--- config.mk ---
export PLATFORM = sky130hd
export DESIGN_NAME = imem_loader
export DESIGN_NICKNAME = d
export VERILOG_FILES = /design/src/rtl/imem_loader_pkg.sv /design/src/rtl/imem_loader_rx.sv /design/src/rtl/imem_loader.sv
export SDC_FILE = /design/constraint.sdc
export NUM_CORES = 1
export LEC_CHECK = 0
export CAP_MARGIN = 20
export CORE_UTILIZATION = 55
export DETAILED_ROUTE_END_ITERATION = 8
export DONT_BUFFER_PORTS = 1
export PLACE_DENSITY = 0.7
export SYNTH_ARGS = -nofsm -noshare
export SYNTH_HDL_FRONTEND = slang
export SYNTH_SLANG_ARGS = --single-unit
--- constraint.sdc ---
create_clock -name clock -period 2.57 [get_ports clock]
set_input_delay 0.514 -clock clock [delete_from_list [all_inputs] [get_ports clock]]
set_output_delay 0.514 -clock clock [all_outputs]
set_load 0.01 [all_outputs]
--- src/rtl/imem_loader_pkg.sv ---
// Shared types and constants for the UART instruction-RAM boot loader.
// Holds the loader and RX state encodings and the bit-timing helper.
package imem_loader_pkg;

  typedef enum logic [2:0] {
    LD_COUNT,
    LD_DATA,
    LD_WRITE,
    LD_DONE,
    LD_ERR
  } ld_state_t;

  typedef enum logic [1:0] {
    RX_IDLE,
    RX_START,
    RX_DATA,
    RX_STOP
  } rx_state_t;

  localparam int WORDS_MAX = 256;
  localparam int WL_W      = 9;

  function automatic int clks_per_bit(input int clk_hz, input int baud);
    return clk_hz / baud;
  endfunction

endpackage

--- src/rtl/imem_loader_rx.sv ---
// 8N1 UART receiver: 2-FF synchroniser, start-bit glitch reject, and
// a one-cycle byte_valid or frame_err_pulse at the stop-bit centre.
module uart_rx_byte
  import imem_loader_pkg::*;
#(
  parameter int CLKS_PER_BIT = 16
) (
  input  logic       clock,
  input  logic       clear,
  input  logic       rx,
  output logic       byte_valid,
  output logic [7:0] data,
  output logic       frame_err_pulse
);

  localparam int HALF_BIT = CLKS_PER_BIT / 2;
  localparam int CNT_W    = $clog2(CLKS_PER_BIT);

  logic             sync1, sync2, sync3;
  rx_state_t        state, state_next;
  logic [CNT_W-1:0] cnt;
  logic [2:0]       bit_idx;
  logic [7:0]       shift;
  logic             fall, bit_tick, half_tick;

  assign fall      = sync3 & ~sync2;
  assign bit_tick  = (cnt == CNT_W'(CLKS_PER_BIT - 1));
  assign half_tick = (cnt == CNT_W'(HALF_BIT - 1));
  assign data      = shift;

  // NOTE: sequential state uses <= so every flop samples pre-edge values.
  always_ff @(posedge clock or negedge clear) begin
    if (!clear) begin
      sync1 <= 1'b1;
      sync2 <= 1'b1;
      sync3 <= 1'b1;
    end else begin
      sync1 <= rx;
      sync2 <= sync1;
      sync3 <= sync2;
    end
  end

  always_ff @(posedge clock or negedge clear) begin
    if (!clear) state <= RX_IDLE;
    else        state <= state_next;
  end

  // NOTE: defaults first so no path through the case leaves an output unassigned (no latches).
  always_comb begin
    state_next      = state;
    byte_valid      = 1'b0;
    frame_err_pulse = 1'b0;
    case (state)
      RX_IDLE:  if (fall) state_next = RX_START;
      RX_START: if (half_tick) state_next = sync2 ? RX_IDLE : RX_DATA;
      RX_DATA:  if (bit_tick && bit_idx == 3'd7) state_next = RX_STOP;
      RX_STOP: begin
        if (bit_tick) begin
          state_next      = RX_IDLE;
          byte_valid      = sync2;
          frame_err_pulse = ~sync2;
        end
      end
      default:  state_next = RX_IDLE;
    endcase
  end

  always_ff @(posedge clock or negedge clear) begin
    if (!clear) begin
      cnt     <= '0;
      bit_idx <= '0;
      shift   <= '0;
    end else begin
      if (state_next != state || state == RX_IDLE || bit_tick) cnt <= '0;
      else                                                     cnt <= cnt + 1'b1;
      if (state == RX_START) bit_idx <= '0;
      if (state == RX_DATA && bit_tick) begin
        shift   <= {sync2, shift[7:1]};
        bit_idx <= bit_idx + 1'b1;
      end
    end
  end

endmodule

--- src/rtl/imem_loader.sv ---
// UART boot loader: length byte N (0 means 256), then N little-endian words
// written to IRAM from address 0; core_hold releases once the image is in.
module imem_loader
  import imem_loader_pkg::*;
#(
  parameter int CLK_HZ = 50_000_000,
  parameter int BAUD   = 115200,
  parameter int ADDR_W = 8,
  parameter int DATA_W = 32
) (
  input  logic              clock,
  input  logic              clear,
  input  logic              rx,
  output logic [ADDR_W-1:0] imem_addr,
  output logic [DATA_W-1:0] imem_din,
  output logic              imem_wren,
  output logic              core_hold,
  output logic              done,
  output logic              frame_err,
  output logic [WL_W-1:0]   words_left
);

  localparam int CPB = clks_per_bit(CLK_HZ, BAUD);

  ld_state_t  state, state_next;
  logic       byte_valid, frame_err_pulse;
  logic [7:0] rx_data;
  logic [1:0] byte_idx;

  uart_rx_byte #(.CLKS_PER_BIT(CPB)) u_rx (
    .clock           (clock),
    .clear           (clear),
    .rx              (rx),
    .byte_valid      (byte_valid),
    .data            (rx_data),
    .frame_err_pulse (frame_err_pulse)
  );

  always_ff @(posedge clock or negedge clear) begin
    if (!clear) state <= LD_COUNT;
    else        state <= state_next;
  end

  always_comb begin
    state_next = state;
    case (state)
      LD_COUNT: begin
        if (frame_err_pulse) state_next = LD_ERR;
        else if (byte_valid) state_next = LD_DATA;
      end
      LD_DATA: begin
        if (frame_err_pulse)                      state_next = LD_ERR;
        else if (byte_valid && byte_idx == 2'd3)  state_next = LD_WRITE;
      end
      LD_WRITE: begin
        if (frame_err_pulse)       state_next = LD_ERR;
        else if (words_left == 1)  state_next = LD_DONE;
        else                       state_next = LD_DATA;
      end
      LD_DONE:  state_next = LD_DONE;
      LD_ERR:   state_next = LD_ERR;
      default:  state_next = LD_ERR;
    endcase
  end

  // Outputs decode straight from the state register, so they are glitch-free.
  assign imem_wren = (state == LD_WRITE);
  assign done      = (state == LD_DONE);
  assign core_hold = (state != LD_DONE);
  assign frame_err = (state == LD_ERR);

  // NOTE: only the loader registers are reset; IRAM itself keeps its contents across clear.
  always_ff @(posedge clock or negedge clear) begin
    if (!clear) begin
      imem_addr  <= '0;
      imem_din   <= '0;
      words_left <= '0;
      byte_idx   <= '0;
    end else begin
      case (state)
        LD_COUNT: if (byte_valid) begin
          words_left <= (rx_data == 8'd0) ? WL_W'(WORDS_MAX) : WL_W'(rx_data);
          byte_idx   <= '0;
        end
        LD_DATA: if (byte_valid) begin
          imem_din[8*byte_idx +: 8] <= rx_data;
          byte_idx                  <= byte_idx + 1'b1;
        end
        LD_WRITE: begin
          imem_addr  <= imem_addr + 1'b1;
          words_left <= words_left - 1'b1;
        end
        default: ;
      endcase
    end
  end

endmodule

==> impl_metrics.yaml <==
run_status:
  status: "finished, final reports clean"
clock_tree:
  insertion_delay_ns: 0.36
  path_clk_slew_ns: 0.09
  cts_buffer_depth: 2
  htree_num_levels: 3
  cts_buffers: 9
  cts_tree: "built"
  cts_sinks: 79
  cts_root_buf: "clkbuf_8"
  cts_resized: 0
placed_design:
  port_buffers: 0
  routabilityCongestion: 0.804
  dp_slack_ns: 0.429
  placed_cells: 462
  dp_hpwl_um: 5070
global_routing:
  grt_overflow: 0
  antenna_found_initial: 0
  gr-usage-met2_pct: 36.1
  use_met1_pct: 29.7
  grtUsageMet3_pct: 5.58
  grt_pass1_vias: 2578
  grtUsageTotal_pct: 22.8
  busiest_layer: "met2"
  grt_pass1_wl_um: 12900
  grt_max_degree: 80
yosys:
  ys_seq_area_share_pct: 51.0
  synthDistinctLibCells: 53
  post-synth-top-area-fraction_pct: 49.0
  synth_top_area_cell: "dfrtp_1"
  synth_most_common_cell: "dfrtp_1"
  ys.flop_type: "dfrtp_1"
  synth_area_per_cell_um2: 10.4
  ys_top_cells_by_area: "dfrtp_1 49%, mux2i_1 7.5%, nand2_1 5.3%"
  synth_common_cells: "76 x dfrtp_1, 55 x nand2_1, 37 x inv_1"
  synth_seq_cells: 79
  synth_edf_count: 0
  yosys_warnings: 0
  synthArstFlopShare_pct: 100
  synth_nets: 388
  synthCells: 372
  synth_area_um2: 3880
flow_run:
  cap_violations: 0
sta:
  fmax_mhz: 469
  hold_viol_final: 0
  drv_slew: 0
  setup_viol: 0
  fin_skew_ns: 0.0121
  setup_slack_ns: 0.437
  worst_pin_slew_ns: 0.649
  finalCritPeriodShare_pct: 83.0
  rsz0062_at_grt: "false"
  setup_tns_ns: 0
  slew_headroom_pct: 56.5
  fin_crit_ns: 2.13
die:
  die_y_um: 86.0
  num_rows: 30
  coreArea_um2: 6790
  die_area_um2: 7400
  initial_utilization_pct: 57.1
  ios: 56
  dieWidth_um: 86.0
final_layout:
  antenna_cells: 0
  fin_nets: 394
  stdcell_count: 479
  fin_util_pct: 62.5
  synthToLayoutAreaGrowth_pct: 9.41
  drive_gt1_share_pct: 12.3
setup_path:
  required_ns: 2.84
  startpoint: "u_rx.cnt[1]"
  path_delay_family: "simple AND/OR/NAND/NOR gates"
  reg2reg_from: "u_rx.cnt[1]"
  reg2reg_depth: 6
  r2r_end: "imem_din[13]"
  path_class: "reg -> reg"
  cp_max_fo: 8
  cp-end-kind: "flip-flop"
  crit_path_cell_trace: "inv_1 -> ha_1 -> nand4b_2 -> nor4b_4 -> nand3_2 -> o21ai_0"
  critPathBufInv: 1
  slowest_delay_ns: 0.66
  r2r_setup_slack_ns: 0.44
  worst_setup_path_start_kind: "flip-flop"
  cp_slowest_cell: "nor4b_4"
  worst_ep_arrival_time_ns: 2.40
power_and_ir_drop:
  ir_drop_v: 0.000559
  powerDensity_nw_per_um2: 610
  leakagePower_nw: 2.02
drt:
  wl_per_cell_um: 16.2
  num_vias: 2614
  drt_iter0_drc: 162
  drc: 0
  avgViaCountPerCell: 5.46
  drt-pass1-iter-count: 6
  drt_wl_total_um: 7770
  ant_nets: 0
min_path:
  hold_class: "in -> async"
[worst max path at each step]
stage	slack, ns	endpoint	cells past startpoint
floorplan	0.57	u_rx.data[4]	6
global placement	0.51	imem_din[13]	4
detailed placement	0.43	imem_din[13]	6
CTS	0.41	imem_din[13]	6
global route	0.22	imem_din[13]	6
finish	0.44	imem_din[13]	6
[report_power, final]
part	internal, mW	switching, mW
sequential	1.30	0.0920
combinational	0.0859	0.0884
clock	0.550	0.474
[cell type report]
type                       count  area (um^2)
fill                         568         2550
sequential                    79         1980
multi-input combinational    244         1720
inverter                      37          139
clock buffer                   9          124
tap                           96          120
clock inverter                 7         95.1
timing repair buffer           7         72.6
[kinds of logic (layout without fill, tap and decap cells)]
group / after synthesis / in the layout / synth area share [%]
and+or+nand+nor: 139 / 139 / 20.2
DFF: 79 / 79 / 51.0
buffers and inverters: 49 / 60 / 4.90
AOI/OAI and AO/OA: 41 / 41 / 6.67
muxes: 37 / 37 / 9.80
xor gates and xnor gates: 14 / 14 / 3.16
adders and majority gates: 13 / 13 / 4.19
[layer usage]
| metal | vias up | share of wire [%] |
|---|---|---|
| met5 | - | 0 |
| met4 | 0 | 1.5 |
| met3 | 9 | 4.1 |
| met2 | 54 | 47 |
| met1 | 1271 | 47 |
| li1 | 1280 | - |
[repair_timing]
action,4_1_cts,5_1_grt
endpoints found under the hold margin,79,0
setup buffers,0,0
hold buffers,1,0
endpoints found under the setup margin,0,0
[per-stage QoR]
stage          total power [mW]  cell area [um^2]  hold slack (ns)
2_1_floorplan              1.52              3880            0.218
3_3_place_gp               1.55              4000            0.221
3_5_place_dp               1.56              4000            0.220
4_1_cts                    2.61              4250           0.0550
5_1_grt                    2.70              4250           0.0525
6_report                   2.59              4250           0.0492
[cell usage in the layout (no fill, tap or decap), types with 2 or more instances in the layout]
cell type and n:
a21oi_1 3, a221oi_1 3, and2_1 2, and3_1 4, and4_1 2, buf_4 6
bufinv_16 2, clkbuf_8 9, clkinv_2 2, dfrtp_1 76, dfstp_2 3, ha_1 13
inv_1 37, inv_6 2, mux2_2 8, mux2i_1 29, nand2_1 55, nand2b_1 3
nand3_1 11, nand3_4 3, nand3b_1 3, nand4_1 8, nand4b_1 2, nor2_1 18
nor3_1 8, nor3b_1 4, nor3b_2 3, nor4_1 2, o211ai_1 2, o21ai_0 17
o21ai_1 5, xnor2_1 7, xor2_1 7
[state kept, by name, summed over array words and instances, names as in the netlist]
name / cells
u_rx.sync1: 1
u_rx.data: 8
u_rx.bit_idx: 3
u_rx.sync2: 1
byte_idx: 2
u_rx.cnt: 9
imem_addr: 8
state: 3
u_rx.sync3: 1
words_left: 9
u_rx.state: 2
imem_din: 32
(Power assumes the default switching activity.)
